### src/rtl/l2_instruction_block_responder.sv
// rtl/l2_instruction_block_responder.sv - L2 responder fetching a 16-word instruction block per L1 miss
// Optional build macro: CRITICAL_WORD_FIRST_EN (fetch the requested word first, wrapping through the block).
module l2_instruction_block_responder #(
    parameter int ADDRESS_WIDTH  = 32,
    parameter int DATA_WIDTH     = 32,
    parameter int WORD_PER_BLOCK = 16
) (
    input  logic                                   CLK,
    input  logic                                   RST_N,
    input  logic                                   ADDRESS_TO_L2_VALID_INS,
    output logic                                   ADDRESS_TO_L2_READY_INS,
    input  logic [ADDRESS_WIDTH-3:0]               ADDRESS_TO_L2_INS,
    output logic                                   DATA_FROM_L2_VALID_INS,
    input  logic                                   DATA_FROM_L2_READY_INS,
    output logic [WORD_PER_BLOCK*DATA_WIDTH-1:0]   DATA_FROM_L2_INS,
    output logic                                   MEM_ADDRESS_VALID,
    input  logic                                   MEM_ADDRESS_READY,
    output logic [ADDRESS_WIDTH-3:0]               MEM_ADDRESS,
    input  logic                                   MEM_DATA_VALID,
    input  logic [DATA_WIDTH-1:0]                  MEM_DATA
);
    localparam int BLOCK_WIDTH = WORD_PER_BLOCK * DATA_WIDTH;
    localparam int WORD_SELECT = $clog2(WORD_PER_BLOCK);
    localparam int WADDR_WIDTH = ADDRESS_WIDTH - 2;
    localparam int BASE_WIDTH  = WADDR_WIDTH - WORD_SELECT;

    typedef enum logic [1:0] {IDLE, FETCH, RESP} state_t;

    state_t                  state;
    state_t                  state_next;
    logic [BASE_WIDTH-1:0]   base;
    logic [WORD_SELECT-1:0]  start_idx;
    logic [WORD_SELECT-1:0]  req_start;
    logic [WORD_SELECT:0]    issue_cnt;
    logic [WORD_SELECT:0]    recv_cnt;
    logic [WORD_SELECT-1:0]  issue_idx;
    logic [WORD_SELECT-1:0]  recv_idx;
    logic [DATA_WIDTH-1:0]   block_words [WORD_PER_BLOCK];
    logic                    issue_hs;
    logic                    beat_in;
    logic                    last_beat;

`ifdef CRITICAL_WORD_FIRST_EN
    assign req_start = ADDRESS_TO_L2_INS[WORD_SELECT-1:0];
`else
    logic unused_low_bits;
    assign req_start       = '0;
    assign unused_low_bits = ^ADDRESS_TO_L2_INS[WORD_SELECT-1:0];
`endif

    // Counters are one bit wider than the word index so the MSB flags "all 16 done".
    assign issue_idx = start_idx + issue_cnt[WORD_SELECT-1:0];
    assign recv_idx  = start_idx + recv_cnt[WORD_SELECT-1:0];
    assign issue_hs  = MEM_ADDRESS_VALID && MEM_ADDRESS_READY;
    assign beat_in   = (state == FETCH) && MEM_DATA_VALID;
    assign last_beat = beat_in && !recv_cnt[WORD_SELECT] && (&recv_cnt[WORD_SELECT-1:0]);

    assign ADDRESS_TO_L2_READY_INS = (state == IDLE);
    assign DATA_FROM_L2_VALID_INS  = (state == RESP);
    assign MEM_ADDRESS_VALID       = (state == FETCH) && !issue_cnt[WORD_SELECT];
    assign MEM_ADDRESS             = {base, issue_idx};

    // Word 0 occupies the most significant slice of the returned block.
    for (genvar g = 0; g < WORD_PER_BLOCK; g++) begin : g_pack
        assign DATA_FROM_L2_INS[BLOCK_WIDTH-1-g*DATA_WIDTH -: DATA_WIDTH] = block_words[g];
    end

    always_ff @(posedge CLK or negedge RST_N) begin
        if (!RST_N) begin
            state <= IDLE;
        end else begin
            state <= state_next;
        end
    end

    always_comb begin
        state_next = state;
        case (state)
            IDLE:    if (ADDRESS_TO_L2_VALID_INS) state_next = FETCH;
            FETCH:   if (last_beat) state_next = RESP;
            RESP:    if (DATA_FROM_L2_READY_INS) state_next = IDLE;
            default: state_next = IDLE;
        endcase
    end

    always_ff @(posedge CLK or negedge RST_N) begin
        if (!RST_N) begin
            base      <= '0;
            start_idx <= '0;
            issue_cnt <= '0;
            recv_cnt  <= '0;
            for (int i = 0; i < WORD_PER_BLOCK; i++) begin
                block_words[i] <= '0;
            end
        end else begin
            if ((state == IDLE) && ADDRESS_TO_L2_VALID_INS) begin
                base      <= ADDRESS_TO_L2_INS[WADDR_WIDTH-1:WORD_SELECT];
                start_idx <= req_start;
                issue_cnt <= '0;
                recv_cnt  <= '0;
            end
            if (issue_hs) begin
                issue_cnt <= issue_cnt + 1'b1;
            end
            if (beat_in) begin
                block_words[recv_idx] <= MEM_DATA;
                recv_cnt              <= recv_cnt + 1'b1;
            end
        end
    end
endmodule

### config.mk
export PLATFORM = sky130hd
export DESIGN_NAME = l2_instruction_block_responder
export DESIGN_NICKNAME = d
export VERILOG_FILES = /design/src/rtl/l2_instruction_block_responder.sv
export SDC_FILE = /design/constraint.sdc
export NUM_CORES = 1
export LEC_CHECK = 0
export ABC_AREA = 1
export CAP_MARGIN = 5
export CORE_AREA = 3 3 237 239
export CTS_BUF_LIST = sky130_fd_sc_hd__clkbuf_8 sky130_fd_sc_hd__clkbuf_16
export DETAILED_ROUTE_END_ITERATION = 12
export DIE_AREA = 0 0 240 242
export GPL_TIMING_DRIVEN = 0
export PLACE_DENSITY = 0.8
export SLEW_MARGIN = 20
export SYNTH_ARGS = -nofsm -noshare
export SYNTH_HDL_FRONTEND = slang
export SYNTH_SLANG_ARGS = --single-unit
### constraint.sdc
create_clock -name CLK -period 1.6 [get_ports CLK]
set_input_delay 0.4 -clock CLK [delete_from_list [all_inputs] [get_ports CLK]]
set_output_delay 0.4 -clock CLK [all_outputs]
set_load 0.01 [all_outputs]
==> Word level (Yosys, flattened, before mapping) <==
Index checks and enable logic that the tools add are counted.
Widths: inputs -> output; s select.
{ "op_classes": {"bitwise": 1, "addsub": 2, "n_reduce_logical": 14, "order_cmp": 2, "n_mux": 10, "eq_ne": 5} }
{ "ops": {"columns": ["operator", "count"], "rows": [
  ["$bwmux 512", 1],
  ["$demux 32 s4", 1],
  ["$mux 32", 1],
  ["$mux 5", 3],
  ["$add 5x1->5 const B", 2],
  ["$logic_and 1x1->1", 7],
  ["$mux 2", 3],
  ["$pmux 2 s3", 1],
  ["$ge 5x5->1 const B", 1],
  ["$lt 5x1->1 const B", 1],
  ["$not 4->5", 1],
  ["$ne 2x2->1 const B", 2],
  ["$reduce_and 4->1", 1],
  ["$reduce_bool 2->1", 2],
  ["$reduce_and 3->1", 1],
  ["$eq 2x1->1 const B", 1],
  ["$eq 2x2->1 const B", 1],
  ["$logic_not 1->1", 2],
  ["$logic_not 2->1", 1],
  ["$ne 2x1->1 const B", 1]
]} }
{ "totals": {"word_cells": 54, "regBits": 550} }

==> Logic depth before layout (Yosys ltp) <==
Gate-level depths: netlist of run 1.
{ "depth": {"ltp_word": 6, "mapped_depth": 8, "depth_no_buf": 7} }

==> Worst setup path before layout of run 1 <==
OpenSTA, ideal clock, no wires.
{ "synth_timing": {"path_type": "flip-flop to flip-flop", "startpoint": "register recv_cnt[0]", "endpoint": "register block_words (netlist bit DATA_FROM_L2_INS[161])", "synth_period_minus_slack_ps": 1403, "t_arrival_ps": 1287, "path_stages_with_launch": 9, "required_ps": 1483, "path_slack_ps": 197, "setup_time_ps": 117, "path_buffers": 1, "cell_sequence": "dfrtp_1 inv_1 ha_1 inv_1 nor2_1 nand2_1 buf_2 nand2_1 nand2_1"} }
{ "synth_via": {"elab_chain_cells": 6} }
{ "synth_rtl": {"columns": ["element", "line_no", "text"], "rows": [
  ["from (decl)", "35", "logic [WORD_SELECT:0] recv_cnt;"],
  ["from (signal assigned)", "107", "recv_cnt <= recv_cnt + 1'b1;"],
  ["$not 4->5 (implied by the code) (*)", "106", "block_words[recv_idx] <= MEM_DATA;"],
  ["$ge 5x5->1 (implied by the code) or $lt 5x1->1 (tied branches)", "106", null],
  ["$logic_and 1x1->1 (implied by the code)", "106", null],
  ["$mux 32 (implied by the code)", "106", null],
  ["$demux 32 s4 (*)", "106", null],
  ["$bwmux 512 (*)", "106", null],
  ["to (signal, indexed assignment)", "93", "block_words[i] <= '0;"],
  ["to (signal, indexed assignment)", "106", null],
  ["to (decl)", "38", "logic [DATA_WIDTH-1:0] block_words [WORD_PER_BLOCK];"]
]} }
Mark *: on every way between the ends. The rest lies on a longest branch, timed or not.
A chain may end at the register's enable or synchronous reset.

==> Worst setup path after layout of run 1 <==
{ "layout_timing": {"startpoint": "register state[1]", "endpoint": "register block_words (netlist bit DATA_FROM_L2_INS[249])"} }
{ "layout_via": {"elab_chain_cells": 2} }
{ "layout_rtl": {"columns": ["element", "line_no", "text"], "rows": [
  ["from (decl)", "29", "state_t state;"],
  ["from (signal assigned)", "72", "state <= state_next;"],
  ["$eq 2x1->1", "55", "assign beat_in = (state == FETCH) && MEM_DATA_VALID;"],
  ["$logic_and 1x1->1", "55", null]
]} }
No other way between the ends.

==> impl_metrics.xml, run 1 <==
<?xml version="1.0" encoding="UTF-8"?>
<metrics>
  <group name="floorplanning">
    <metric name="ios" unit="">613</metric>
    <metric name="die_width" unit="um">240</metric>
    <metric name="initial_core_util" unit="%">40.4</metric>
    <metric name="placeableCoreArea" unit="um^2">54000</metric>
    <metric name="dieArea" unit="um^2">58100</metric>
    <metric name="rows" unit="">85</metric>
    <metric name="die_y" unit="um">242</metric>
  </group>
  <group name="finish">
    <metric name="cell_count_final_fillers_out" unit="">3994</metric>
    <metric name="nNetsFinal" unit="">3327</metric>
    <metric name="final_cell_mix" unit="">1,130 x sky130_fd_sc_hd__nand2_1, 543 x sky130_fd_sc_hd__dfrtp_1, 517 x sky130_fd_sc_hd__dlygate4sd2_1</metric>
    <metric name="synthToLayoutAreaGrowth" unit="%">56.2</metric>
    <metric name="n_fill_cell" unit="">4269</metric>
    <metric name="multiInputGateArea" unit="um^2">8320</metric>
    <metric name="layout_commonest_cell" unit="">sky130_fd_sc_hd__nand2_1</metric>
    <metric name="inserted_diodes" unit="">0</metric>
    <metric name="layout-drive-gt1-share" unit="%">24.5</metric>
    <metric name="regArea" unit="um^2">13800</metric>
    <metric name="final_design_area_no_fill" unit="um^2">34100</metric>
  </group>
  <group name="route">
    <metric name="ant_nets" unit="">0</metric>
    <metric name="num_vias" unit="">21100</metric>
    <metric name="drtIter0Drc" unit="">1929</metric>
    <metric name="drc" unit="">0</metric>
    <metric name="firstDrtPassIters" unit="">5</metric>
    <metric name="wire_per_inst" unit="um">23.5</metric>
    <metric name="drt_wl_total" unit="um">93900</metric>
    <metric name="route.met2.wl" unit="um">45500</metric>
    <metric name="met1Wirelength" unit="um">34000</metric>
    <metric name="topRoutingLayerUsed" unit="">met4</metric>
    <metric name="met3_wire_len" unit="um">9370</metric>
    <metric name="routed_via_density" unit="">5.29</metric>
  </group>
  <group name="outcome">
    <metric name="status" unit="">finished with violations</metric>
    <metric name="violations" unit="">hold timing, setup timing</metric>
  </group>
  <group name="yosys">
    <metric name="synth_nets" unit="">2553</metric>
    <metric name="synth-warning-count" unit="">0</metric>
    <metric name="synth_seq_cells" unit="">550</metric>
    <metric name="netlist_instances" unit="">2480</metric>
    <metric name="share_of_the_yosys_chip_area_belonging_to_registers" unit="%">63.1</metric>
    <metric name="synth.largest_area_cell" unit="">sky130_fd_sc_hd__dfrtp_1</metric>
    <metric name="synth.avg_cell_area" unit="um^2">8.80</metric>
    <metric name="synth_top_area_share" unit="%">63.1</metric>
    <metric name="synthDistinctLibCells" unit="">17</metric>
    <metric name="post_synthesis_instance_area" unit="um^2">21800</metric>
    <metric name="post_synth_main_area_contributors" unit="">sky130_fd_sc_hd__dfrtp_1 63%, sky130_fd_sc_hd__nand2_1 26%, sky130_fd_sc_hd__o21ai_0 3.8%, sky130_fd_sc_hd__buf_2 1.5%, sky130_fd_sc_hd__buf_6 1.4%</metric>
  </group>
  <group name="critical_path">
    <metric name="timing.critical_path.fanout_max" unit="">8</metric>
    <metric name="crit_buf_inv" unit="">4</metric>
    <metric name="cp_slowest_stage_delay" unit="ns">0.42</metric>
    <metric name="crit_arrival" unit="ns">2.37</metric>
    <metric name="critical_path.endpoint_type" unit="">flip-flop</metric>
    <metric name="worst_path_dominant_cell_family" unit="">simple AND/OR/NAND/NOR gates</metric>
    <metric name="critical_path_class" unit="">reg2reg</metric>
    <metric name="worst_ep_required_time" unit="ns">2.11</metric>
    <metric name="path_cells" unit="">inv_2, buf_12, nand3_4, buf_16, nor2_4, nand2_8, clkbuf_16, nand2_4, nand2_1</metric>
    <metric name="critPathSlowestCell" unit="">sky130_fd_sc_hd__dfrtp_1</metric>
    <metric name="worst_setup_path_start_kind" unit="">flip-flop</metric>
  </group>
  <group name="pwr">
    <metric name="leakage" unit="uW">0.0191</metric>
    <metric name="irDropWorstVdd" unit="V">0.00126</metric>
    <metric name="power.density" unit="nW/um^2">1830</metric>
  </group>
  <group name="grt">
    <metric name="grtUsageTotal" unit="%">29.4</metric>
    <metric name="grt_start_max_net_pins" unit="">97</metric>
    <metric name="grt_pass1_wl" unit="um">128000</metric>
    <metric name="grt_pass1_vias" unit="">20200</metric>
    <metric name="grt_antenna_before_repair" unit="">0</metric>
    <metric name="grt_overflow" unit="">0</metric>
  </group>
  <group name="timing">
    <metric name="grt_setup_unrepaired" unit="">yes</metric>
    <metric name="final.period_utilization" unit="%">117</metric>
    <metric name="worst_hold_slack" unit="ns">-0.211</metric>
    <metric name="timing.clock.skew" unit="ns">0.0233</metric>
    <metric name="timing.slew.headroom" unit="%">42.7</metric>
    <metric name="fin_crit" unit="ns">1.86</metric>
    <metric name="setup_violations" unit="">1037</metric>
    <metric name="final_max_slew_viol_count" unit="">0</metric>
    <metric name="worst_pin_slew" unit="ns">0.860</metric>
    <metric name="timing.final.hold_violations" unit="">156</metric>
    <metric name="maxClockFrequency" unit="MHz">536</metric>
    <metric name="final_critical_path_setup_slack" unit="ns">-0.265</metric>
  </group>
  <group name="placed_design">
    <metric name="dp.cells" unit="">3757</metric>
    <metric name="port_buffers" unit="">575</metric>
    <metric name="place.detailed.hpwl" unit="um">59700</metric>
    <metric name="placement.setup.worst_slack" unit="ns">-1.06</metric>
    <metric name="detailed_place.area" unit="um^2">28600</metric>
    <metric name="finalWeightedCongestion" unit="">0.863</metric>
  </group>
  <group name="clock_network">
    <metric name="cts_tree" unit="">yes</metric>
    <metric name="clkLatencyLatePin" unit="ns">0.63</metric>
    <metric name="cts_max_level" unit="">2</metric>
    <metric name="postCtsHoldBufs" unit="">3</metric>
    <metric name="clkSlewWorstSetupHoldPaths" unit="ns">0.06</metric>
    <metric name="clkSinkCount" unit="">550</metric>
    <metric name="clock_path_buffers" unit="">3</metric>
    <metric name="cts_inserted_buffers" unit="">58</metric>
    <metric name="cts_root_buf" unit="">sky130_fd_sc_hd__clkbuf_16</metric>
  </group>
  <group name="run">
    <metric name="cap_violations" unit="">0</metric>
  </group>
  <group name="min_path">
    <metric name="hold_path_class" unit="">in2async</metric>
  </group>
</metrics>
==> state kept, by name (all words and copies together), names as in the netlist <==
signal and count:
DATA_FROM_L2_INS 512, base 26, issue_cnt 5, recv_cnt 5
state 2
==> per-stage QoR <==
step | util [%] | hold WS (ns) | power, uW | setup TNS (ns)
final | 63.1 | -0.211 | 62300 | -132.74
after global routing | 63.1 | -0.203 | 65300 | -199.24
after CTS | 58.7 | -0.229 | 59500 | -172.95
after detailed placement | 53.0 | 0.335 | 47900 | -535.32
after global placement | 52.6 | 0.452 | 47200 | -
after floorplan | - | 0.104 | 31900 | 0
==> logic make-up (layout without fill, tap and decap cells) <==
logic type | count (synthesis) | count (layout) | share of synthesized area [%]
simple gates | 1548 | 1548 | 27.5
compound gates | 167 | 167 | 3.83
flops | 550 | 550 | 63.1
fa+ha+maj | 5 | 5 | 0.287
buf+inv | 210 | 1028 | 5.34
==> final timing paths <==
check,startpoint,to,slack [ns],cells past startpoint
max,state[1],DATA_FROM_L2_INS[249],-0.26,9
min,RST_N,DATA_FROM_L2_INS[139],-0.21,2
max reg2reg,state[1],DATA_FROM_L2_INS[249],-0.26,9
min reg2reg,DATA_FROM_L2_INS[110],DATA_FROM_L2_INS[110],0.47,2
max in group asynchronous,RST_N,DATA_FROM_L2_INS[391],0.10,5
min in group CLK,MEM_DATA[20],DATA_FROM_L2_INS[52],0.20,3
==> area by class of cell <==
| class | count | share of cell area, % |
|---|---|---|
| clock buffers | 72 | 4.86 |
| clock inverters | 32 | 0.907 |
| plain buffers | 185 | 4.91 |
| well taps | 696 | 2.56 |
| flip-flops and latches | 550 | 40.4 |
| repair buffers | 721 | 21.7 |
| multi-input cells | 1720 | 24.4 |
| inverters | 18 | 0.209 |
==> Yosys cell counts <==
cell type and n:
sky130_fd_sc_hd__ha_1 5, sky130_fd_sc_hd__nor2_4 15, sky130_fd_sc_hd__nand3_2 1, sky130_fd_sc_hd__buf_4 25, sky130_fd_sc_hd__inv_2 1, sky130_fd_sc_hd__nor2_1 9
sky130_fd_sc_hd__nor3_1 1, sky130_fd_sc_hd__nand3_1 34, sky130_fd_sc_hd__inv_1 17, sky130_fd_sc_hd__nor2_2 5, sky130_fd_sc_hd__buf_6 27, sky130_fd_sc_hd__dfrtp_1 550
sky130_fd_sc_hd__o21ai_0 167, sky130_fd_sc_hd__clkbuf_1 76, sky130_fd_sc_hd__nand4_1 1, sky130_fd_sc_hd__nand2_1 1482, sky130_fd_sc_hd__buf_2 64
==> repair_timing <==
item	4_1_cts	5_1_grt
gates resized for setup	918	596
setup endpoints to repair	1171	1160
pin swaps	80	153
cloned	21	38
buffers inserted	52	30
hold endpoints to repair	45	156
==> routing by layer <==
layer,track usage [%],up-vias
met4,12.9,0
met1,36.1,10400
met5,0,-
met2,48.2,1244
li1,-,9148
met3,8.30,301
==> report_power, final <==
part | switching [uW] | internal [uW]
Combinational | 14200 | 10700
Clock | 5870 | 8090
Sequential | 3920 | 19600
Total | 23900 | 38400
==> worst register-to-register path, cell delays in order (launching register included) <==
cell	delay, ns
sky130_fd_sc_hd__dfrtp_1	0.42
sky130_fd_sc_hd__inv_2	0.13
sky130_fd_sc_hd__buf_12	0.11
sky130_fd_sc_hd__nand3_4	0.11
sky130_fd_sc_hd__buf_16	0.18
sky130_fd_sc_hd__nor2_4	0.28
sky130_fd_sc_hd__nand2_8	0.20
sky130_fd_sc_hd__clkbuf_16	0.23
sky130_fd_sc_hd__nand2_4	0.06
sky130_fd_sc_hd__nand2_1	0.06
No activity file was read; power rests on OpenSTA's default activity.
==> run 2, diff against run 1 <==
SLEW_MARGIN = not set   (was 20)
==> run 2 against run 1 <==
Net effect: the flow still finishes with violations (hold timing, setup timing); setup slack better by 0.011 ns; die area stayed put; core utilization is 3.1 points higher; power is 8.0% higher; critical path type is now reg2out.
==> impl_metrics.xml, run 2 (synthesis results as in run 1) <==
<?xml version="1.0" encoding="UTF-8"?>
<metrics>
  <group name="route">
    <metric name="num_vias" unit="">22900</metric>
    <metric name="routed_via_density" unit="">5.50</metric>
    <metric name="drt_wl_total" unit="um">106000</metric>
    <metric name="wire_per_inst" unit="um">25.6</metric>
    <metric name="ant_nets" unit="">0</metric>
    <metric name="firstDrtPassIters" unit="">6</metric>
    <metric name="drc" unit="">0</metric>
    <metric name="drtIter0Drc" unit="">2216</metric>
  </group>
  <group name="timing">
    <metric name="timing.final.hold_violations" unit="">208</metric>
    <metric name="worst_pin_slew" unit="ns">1.10</metric>
    <metric name="setup_total_negative_slack" unit="ns">-47.97</metric>
    <metric name="worst_hold_slack" unit="ns">-0.224</metric>
    <metric name="maxClockFrequency" unit="MHz">539</metric>
    <metric name="final.period_utilization" unit="%">116</metric>
    <metric name="final_critical_path_setup_slack" unit="ns">-0.254</metric>
    <metric name="final_max_slew_viol_count" unit="">0</metric>
    <metric name="timing.clock.skew" unit="ns">0.0514</metric>
    <metric name="timing.slew.headroom" unit="%">26.7</metric>
    <metric name="setup_violations" unit="">552</metric>
    <metric name="grt_setup_unrepaired" unit="">yes</metric>
    <metric name="fin_crit" unit="ns">1.85</metric>
  </group>
  <group name="clock_network">
    <metric name="clkSlewWorstSetupHoldPaths" unit="ns">0.08</metric>
    <metric name="cts_inserted_buffers" unit="">57</metric>
    <metric name="cts_root_buf" unit="">sky130_fd_sc_hd__clkbuf_16</metric>
    <metric name="clkLatencyLatePin" unit="ns">0.64</metric>
    <metric name="cts_tree" unit="">yes</metric>
    <metric name="postCtsHoldBufs" unit="">3</metric>
    <metric name="cts_max_level" unit="">2</metric>
    <metric name="clock_path_buffers" unit="">3</metric>
    <metric name="clkSinkCount" unit="">550</metric>
  </group>
  <group name="finish">
    <metric name="cell_count_final_fillers_out" unit="">4163</metric>
    <metric name="layout-drive-gt1-share" unit="%">57.0</metric>
    <metric name="n_fill_cell" unit="">3780</metric>
    <metric name="finalCoreUtilization" unit="%">66.2</metric>
    <metric name="synthToLayoutAreaGrowth" unit="%">64.0</metric>
    <metric name="regArea" unit="um^2">13800</metric>
    <metric name="final_cell_mix" unit="">669 x sky130_fd_sc_hd__nand2_1, 621 x sky130_fd_sc_hd__nand2_2, 541 x sky130_fd_sc_hd__dfrtp_1</metric>
    <metric name="largest_register_ff_count" unit="">512</metric>
    <metric name="layout_commonest_cell" unit="">sky130_fd_sc_hd__nand2_1</metric>
    <metric name="multiInputGateArea" unit="um^2">10200</metric>
    <metric name="nNetsFinal" unit="">3494</metric>
    <metric name="inserted_diodes" unit="">0</metric>
  </group>
  <group name="placed_design">
    <metric name="placement.setup.worst_slack" unit="ns">-1.04</metric>
    <metric name="port_buffers" unit="">575</metric>
    <metric name="place.detailed.hpwl" unit="um">59500</metric>
    <metric name="dp.cells" unit="">3756</metric>
    <metric name="finalWeightedCongestion" unit="">0.863</metric>
  </group>
  <group name="floorplanning">
    <metric name="die_y" unit="um">242</metric>
    <metric name="initial_core_util" unit="%">40.4</metric>
    <metric name="rows" unit="">85</metric>
    <metric name="placeableCoreArea" unit="um^2">54000</metric>
    <metric name="ios" unit="">613</metric>
    <metric name="dieArea" unit="um^2">58100</metric>
    <metric name="die_width" unit="um">240</metric>
  </group>
  <group name="grt">
    <metric name="grtUsageTotal" unit="%">31.7</metric>
    <metric name="grt_overflow" unit="">0</metric>
    <metric name="grt_antenna_before_repair" unit="">3</metric>
    <metric name="grt_pass1_wl" unit="um">138000</metric>
    <metric name="grt_pass1_vias" unit="">21900</metric>
    <metric name="grt_start_max_net_pins" unit="">120</metric>
  </group>
  <group name="critical_path">
    <metric name="critPathSlowestCell" unit="">sky130_fd_sc_hd__dfrtp_1</metric>
    <metric name="crit_arrival" unit="ns">1.45</metric>
    <metric name="critical_path.endpoint_type" unit="">output pin</metric>
    <metric name="worst_setup_path_start_kind" unit="">flip-flop</metric>
    <metric name="worst_ep_required_time" unit="ns">1.20</metric>
    <metric name="path_cells" unit="">inv_2, nand2_4, nor2_4, buf_6</metric>
    <metric name="timing.critical_path.fanout_max" unit="">3</metric>
    <metric name="critical_path_class" unit="">reg2out</metric>
    <metric name="cp_slowest_stage_delay" unit="ns">0.43</metric>
  </group>
  <group name="pwr">
    <metric name="power.density" unit="nW/um^2">1880</metric>
    <metric name="irDropWorstVdd" unit="V">0.00154</metric>
    <metric name="leakage" unit="uW">0.0196</metric>
  </group>
  <group name="outcome">
    <metric name="status" unit="">finished with violations</metric>
    <metric name="violations" unit="">hold timing, setup timing</metric>
  </group>
  <group name="min_path">
    <metric name="hold_path_class" unit="">in2async</metric>
  </group>
  <group name="run">
    <metric name="cap_violations" unit="">0</metric>
  </group>
</metrics>
==> run 2: cell types whose count changed in the layout (fill, tap and decap cells not counted), sizes merged <==
cell and delta:
clkinvlp +1, inv -2, clkbuf -5, dlygate4sd2 -517, clkinv +2, buf +692, bufinv -2
==> run 2: final timing paths <==
check / startpoint / depth (start not counted) / slack, ns / to
max in group asynchronous: RST_N / 4 / 0.21 / DATA_FROM_L2_INS[424]
min reg2reg: base[6] / 2 / 0.47 / base[6]
min: RST_N / 2 / -0.22 / DATA_FROM_L2_INS[157]
max: state[1] / 4 / -0.25 / MEM_ADDRESS_VALID
min in group CLK: MEM_DATA[20] / 3 / 0.18 / DATA_FROM_L2_INS[180]
max reg2reg: state[1] / 9 / -0.25 / DATA_FROM_L2_INS[154]
==> run 2: what timing repair did <==
item / 4_1_cts / 5_1_grt
cloned: 53 / 22
endpoints found under the hold margin: 45 / 208
pin swaps: 209 / 306
setup endpoints to repair: 1166 / 603
setup buffers: 184 / 62
gates resized for setup: 2942 / 856
==> run 2: worst max-delay path, delay by kind of cell (launching register included) <==
| family | cells | cell delay [ns] |
|---|---|---|
| simple gates | 2 | 0.18 |
| flops | 1 | 0.43 |
| buf+inv | 2 | 0.26 |
==> run 2: power breakdown <==
| group | leakage, uW | total (uW) | switching, uW | internal (uW) |
|---|---|---|---|---|
| logic | 0.0115 | 29500 | 16700 | 12900 |
| registers | 0.00717 | 24000 | 4420 | 19600 |
| clock network | 0.000981 | 13800 | 6030 | 7760 |
==> run 2: final cells by class <==
class                      count  share of cell area [%]
buffer                       184                    5.05
timing repair buffer         890                    20.0
multi-input combinational   1720                    28.5
clock buffer                  74                    4.64
clock inverter                31                   0.661
inverter                      18                   0.220
tap                          696                    2.43
sequential                   550                    38.5
==> run 2: metal layers <==
layer / GRT usage (%) / wire (um) / vias to the layer above
met5: 0 / 23 / -
met4: 15.9 / 8180 / 4
met3: 8.57 / 11400 / 532
met2: 52.9 / 50500 / 1625
met1: 37.6 / 36300 / 11200
li1: - / - / 9482
==> run 2: stage by stage <==
step           power [uW]  cell area [um^2]
2_1_floorplan       31900             21800
3_3_place_gp        47200             28400
3_5_place_dp        47800             28600
4_1_cts             61500             32700
5_1_grt             70000             35800
6_report            67300             35800
==> run 3, diff against run 2 <==
CELL_PAD_IN_SITES_DETAIL_PLACEMENT = 1   (was not set)
CELL_PAD_IN_SITES_GLOBAL_PLACEMENT = 2   (was not set)
CORE_AREA = not set   (was 3 3 237 239)
CORE_MARGIN = 3   (was not set)
CORE_UTILIZATION = 28   (was not set)
DIE_AREA = not set   (was 0 0 240 242)
PLACE_DENSITY = 0.91   (was 0.8)
==> run 3 against run 2 <==
Net effect: die area up 40%; via count down 9.4%; sequential share of layout area down 0.41 points; register-to-register slack worse by 0.12 ns; the run ends with setup timing left; non-clock buffer count down 85; first-iteration DRC count down 58%; critical path depth up 8; global-route usage down 7.1 points; flip-flop and latch count unchanged; power down 2.1%; final cell count up 6.2%.
==> impl_metrics.xml, run 3 (synthesis results as in run 1) <==
<?xml version="1.0" encoding="UTF-8"?>
<metrics>
  <group name="outcome">
    <metric name="status" unit="">finished with violations</metric>
    <metric name="violations" unit="">setup timing</metric>
  </group>
  <group name="min_path">
    <metric name="hold_path_class" unit="">in2reg</metric>
    <metric name="holdCritStartpoint" unit="">MEM_DATA[31]</metric>
  </group>
  <group name="critical_path">
    <metric name="crit_arrival" unit="ns">2.54</metric>
    <metric name="worst_setup_path_start_kind" unit="">flip-flop</metric>
    <metric name="critical_path_class" unit="">reg2reg</metric>
    <metric name="critPathSlowestCell" unit="">sky130_fd_sc_hd__dfrtp_1</metric>
    <metric name="path_cells" unit="">inv_4, nand3_4, buf_12, buf_16, buf_12, buf_6, nor2_4, buf_12, buf_12, buf_16, nand2_4, nand2_2</metric>
    <metric name="launching_instance_or_port_of_the_critical_path" unit="">state[1]</metric>
    <metric name="critical_path.endpoint_type" unit="">flip-flop</metric>
    <metric name="worst_ep_required_time" unit="ns">2.17</metric>
    <metric name="cp_slowest_stage_delay" unit="ns">0.44</metric>
    <metric name="worst_path_dominant_cell_family" unit="">buffers and inverters</metric>
    <metric name="path_common_cell" unit="">sky130_fd_sc_hd__buf_12</metric>
    <metric name="timing.critical_path.fanout_max" unit="">7</metric>
    <metric name="crit_buf_inv" unit="">8</metric>
    <metric name="critical_path.reg2reg.startpoint" unit="">state[1]</metric>
  </group>
  <group name="route">
    <metric name="drc" unit="">0</metric>
    <metric name="drt_wl_total" unit="um">106000</metric>
    <metric name="firstDrtPassIters" unit="">4</metric>
    <metric name="num_vias" unit="">20700</metric>
    <metric name="ant_nets" unit="">0</metric>
    <metric name="wire_per_inst" unit="um">23.9</metric>
    <metric name="drtIter0Drc" unit="">940</metric>
    <metric name="routed_via_density" unit="">4.69</metric>
  </group>
  <group name="finish">
    <metric name="multiInputGateArea" unit="um^2">9320</metric>
    <metric name="regArea" unit="um^2">13800</metric>
    <metric name="largest_register_ff_count" unit="">512</metric>
    <metric name="cell_count_final_fillers_out" unit="">4420</metric>
    <metric name="final_design_area_no_fill" unit="um^2">36200</metric>
    <metric name="finalCoreUtilization" unit="%">47.2</metric>
    <metric name="n_fill_cell" unit="">8742</metric>
    <metric name="synthToLayoutAreaGrowth" unit="%">65.7</metric>
    <metric name="nNetsFinal" unit="">3413</metric>
    <metric name="layout-drive-gt1-share" unit="%">40.0</metric>
    <metric name="layout_commonest_cell" unit="">sky130_fd_sc_hd__nand2_1</metric>
    <metric name="final_cell_mix" unit="">881 x sky130_fd_sc_hd__nand2_1, 543 x sky130_fd_sc_hd__dfrtp_1, 454 x sky130_fd_sc_hd__nand2_2</metric>
  </group>
  <group name="pwr">
    <metric name="cell_internal_pwr" unit="uW">40500</metric>
    <metric name="design_power_total" unit="uW">65900</metric>
    <metric name="clock_power_share" unit="%">22.8</metric>
    <metric name="leakage" unit="uW">0.0199</metric>
    <metric name="share_seq_of_total_power" unit="%">35.8</metric>
    <metric name="share_of_total_power_consumed_by_net_switching" unit="%">38.5</metric>
    <metric name="irDropWorstVdd" unit="V">0.00103</metric>
    <metric name="total_switching_power" unit="uW">25400</metric>
    <metric name="combinationalPowerShare" unit="%">41.4</metric>
    <metric name="power.density" unit="nW/um^2">1820</metric>
  </group>
  <group name="timing">
    <metric name="timing.clock.skew" unit="ns">0.0308</metric>
    <metric name="final_max_slew_viol_count" unit="">0</metric>
    <metric name="fin_crit" unit="ns">1.97</metric>
    <metric name="maxClockFrequency" unit="MHz">507</metric>
    <metric name="grt_setup_unrepaired" unit="">yes</metric>
    <metric name="final_critical_path_setup_slack" unit="ns">-0.371</metric>
    <metric name="worst_pin_slew" unit="ns">1.09</metric>
    <metric name="timing.final.hold_violations" unit="">0</metric>
    <metric name="setup_violations" unit="">826</metric>
    <metric name="timing.slew.headroom" unit="%">27.0</metric>
    <metric name="final.period_utilization" unit="%">123</metric>
  </group>
  <group name="clock_network">
    <metric name="cts_inserted_buffers" unit="">61</metric>
    <metric name="cts_tree" unit="">yes</metric>
    <metric name="clock_path_buffers" unit="">3</metric>
    <metric name="cts_max_level" unit="">2</metric>
    <metric name="cts_root_buf" unit="">sky130_fd_sc_hd__clkbuf_16</metric>
    <metric name="clkSlewWorstSetupHoldPaths" unit="ns">0.06</metric>
    <metric name="clkLatencyLatePin" unit="ns">0.63</metric>
    <metric name="clkSinkCount" unit="">550</metric>
  </group>
  <group name="placed_design">
    <metric name="port_buffers" unit="">575</metric>
    <metric name="place.detailed.hpwl" unit="um">68100</metric>
    <metric name="detailed_place.area" unit="um^2">29000</metric>
    <metric name="dp.cells" unit="">4090</metric>
    <metric name="placement.setup.worst_slack" unit="ns">-1.14</metric>
    <metric name="finalWeightedCongestion" unit="">0.806</metric>
  </group>
  <group name="grt">
    <metric name="grt_overflow" unit="">0</metric>
    <metric name="grt_pass1_vias" unit="">22100</metric>
    <metric name="grt_start_max_net_pins" unit="">114</metric>
    <metric name="grt_antenna_before_repair" unit="">1</metric>
    <metric name="grt_pass1_wl" unit="um">149000</metric>
    <metric name="grtUsageTotal" unit="%">24.6</metric>
  </group>
  <group name="floorplanning">
    <metric name="dieArea" unit="um^2">81300</metric>
    <metric name="initial_core_util" unit="%">28.5</metric>
    <metric name="placeableCoreArea" unit="um^2">76600</metric>
    <metric name="rows" unit="">101</metric>
    <metric name="die_width" unit="um">285</metric>
    <metric name="die_y" unit="um">285</metric>
    <metric name="ios" unit="">613</metric>
  </group>
  <group name="run">
    <metric name="cap_violations" unit="">0</metric>
  </group>
</metrics>
run 3: final timing paths:
path	endpoint	slack, ns	depth (start not counted)
max in group asynchronous	DATA_FROM_L2_INS[448]	-0.04	4
hold / removal	DATA_FROM_L2_INS[127]	0.19	3
min in group asynchronous	DATA_FROM_L2_INS[43]	0.37	3
hold reg to reg	base[5]	0.47	2
setup reg to reg	DATA_FROM_L2_INS[120]	-0.37	12
setup / recovery	DATA_FROM_L2_INS[120]	-0.37	12
run 3: power by group through the flow:
| stage | sequential (uW) | clock [uW] | combinational (uW) |
|---|---|---|---|
| global placement | 23200 | 0 | 24700 |
| detailed placement | 23200 | 0 | 25400 |
| floorplan | 25200 | 0 | 6670 |
| finish | 23600 | 15000 | 27300 |
| global route | 24200 | 15900 | 29600 |
| CTS | 23200 | 15200 | 26400 |
run 3: area by class of cell:
type | count | area share [%]
plain buffers | 184 | 4.69
repair buffers | 805 | 21.8
well taps | 1030 | 3.56
clock inverters | 33 | 0.959
inverters | 18 | 0.204
clock buffers | 79 | 4.94
flip-flops and latches | 550 | 38.1
diodes | 1 | 0.00692
multi-input cells | 1720 | 25.8
run 3: layer usage:
| layer | track usage, % | routed length [um] |
|---|---|---|
| met2 | 41.9 | 52800 |
| met3 | 7.13 | 7160 |
| met5 | 0 | 0 |
| met1 | 29.9 | 42400 |
| met4 | 7.88 | 3340 |
run 3: what timing repair did:
item,4_1_cts,5_1_grt
hold buffers,2,0
endpoints found under the setup margin,1090,1213
setup buffers,102,74
cloned,49,14
hold endpoints to repair,31,0
pin swaps,199,188
resized for setup,1324,899
run 3: worst reg2reg max path, stage by stage, from the launching register on:
cell	delay [ns]
sky130_fd_sc_hd__dfrtp_1	0.44
sky130_fd_sc_hd__inv_4	0.12
sky130_fd_sc_hd__nand3_4	0.13
sky130_fd_sc_hd__buf_12	0.17
sky130_fd_sc_hd__buf_16	0.13
sky130_fd_sc_hd__buf_12	0.13
sky130_fd_sc_hd__buf_6	0.11
sky130_fd_sc_hd__nor2_4	0.10
sky130_fd_sc_hd__buf_12	0.17
sky130_fd_sc_hd__buf_12	0.14
sky130_fd_sc_hd__buf_16	0.13
sky130_fd_sc_hd__nand2_4	0.05
sky130_fd_sc_hd__nand2_2	0.09
run 3: through the flow:
step	hold slack [ns]	TNS, ns
2_1_floorplan	0.104	0
3_3_place_gp	0.452	-
3_5_place_dp	0.299	-482.92
4_1_cts	0.128	-224.74
5_1_grt	0.170	-218.63
6_report	0.191	-156.82
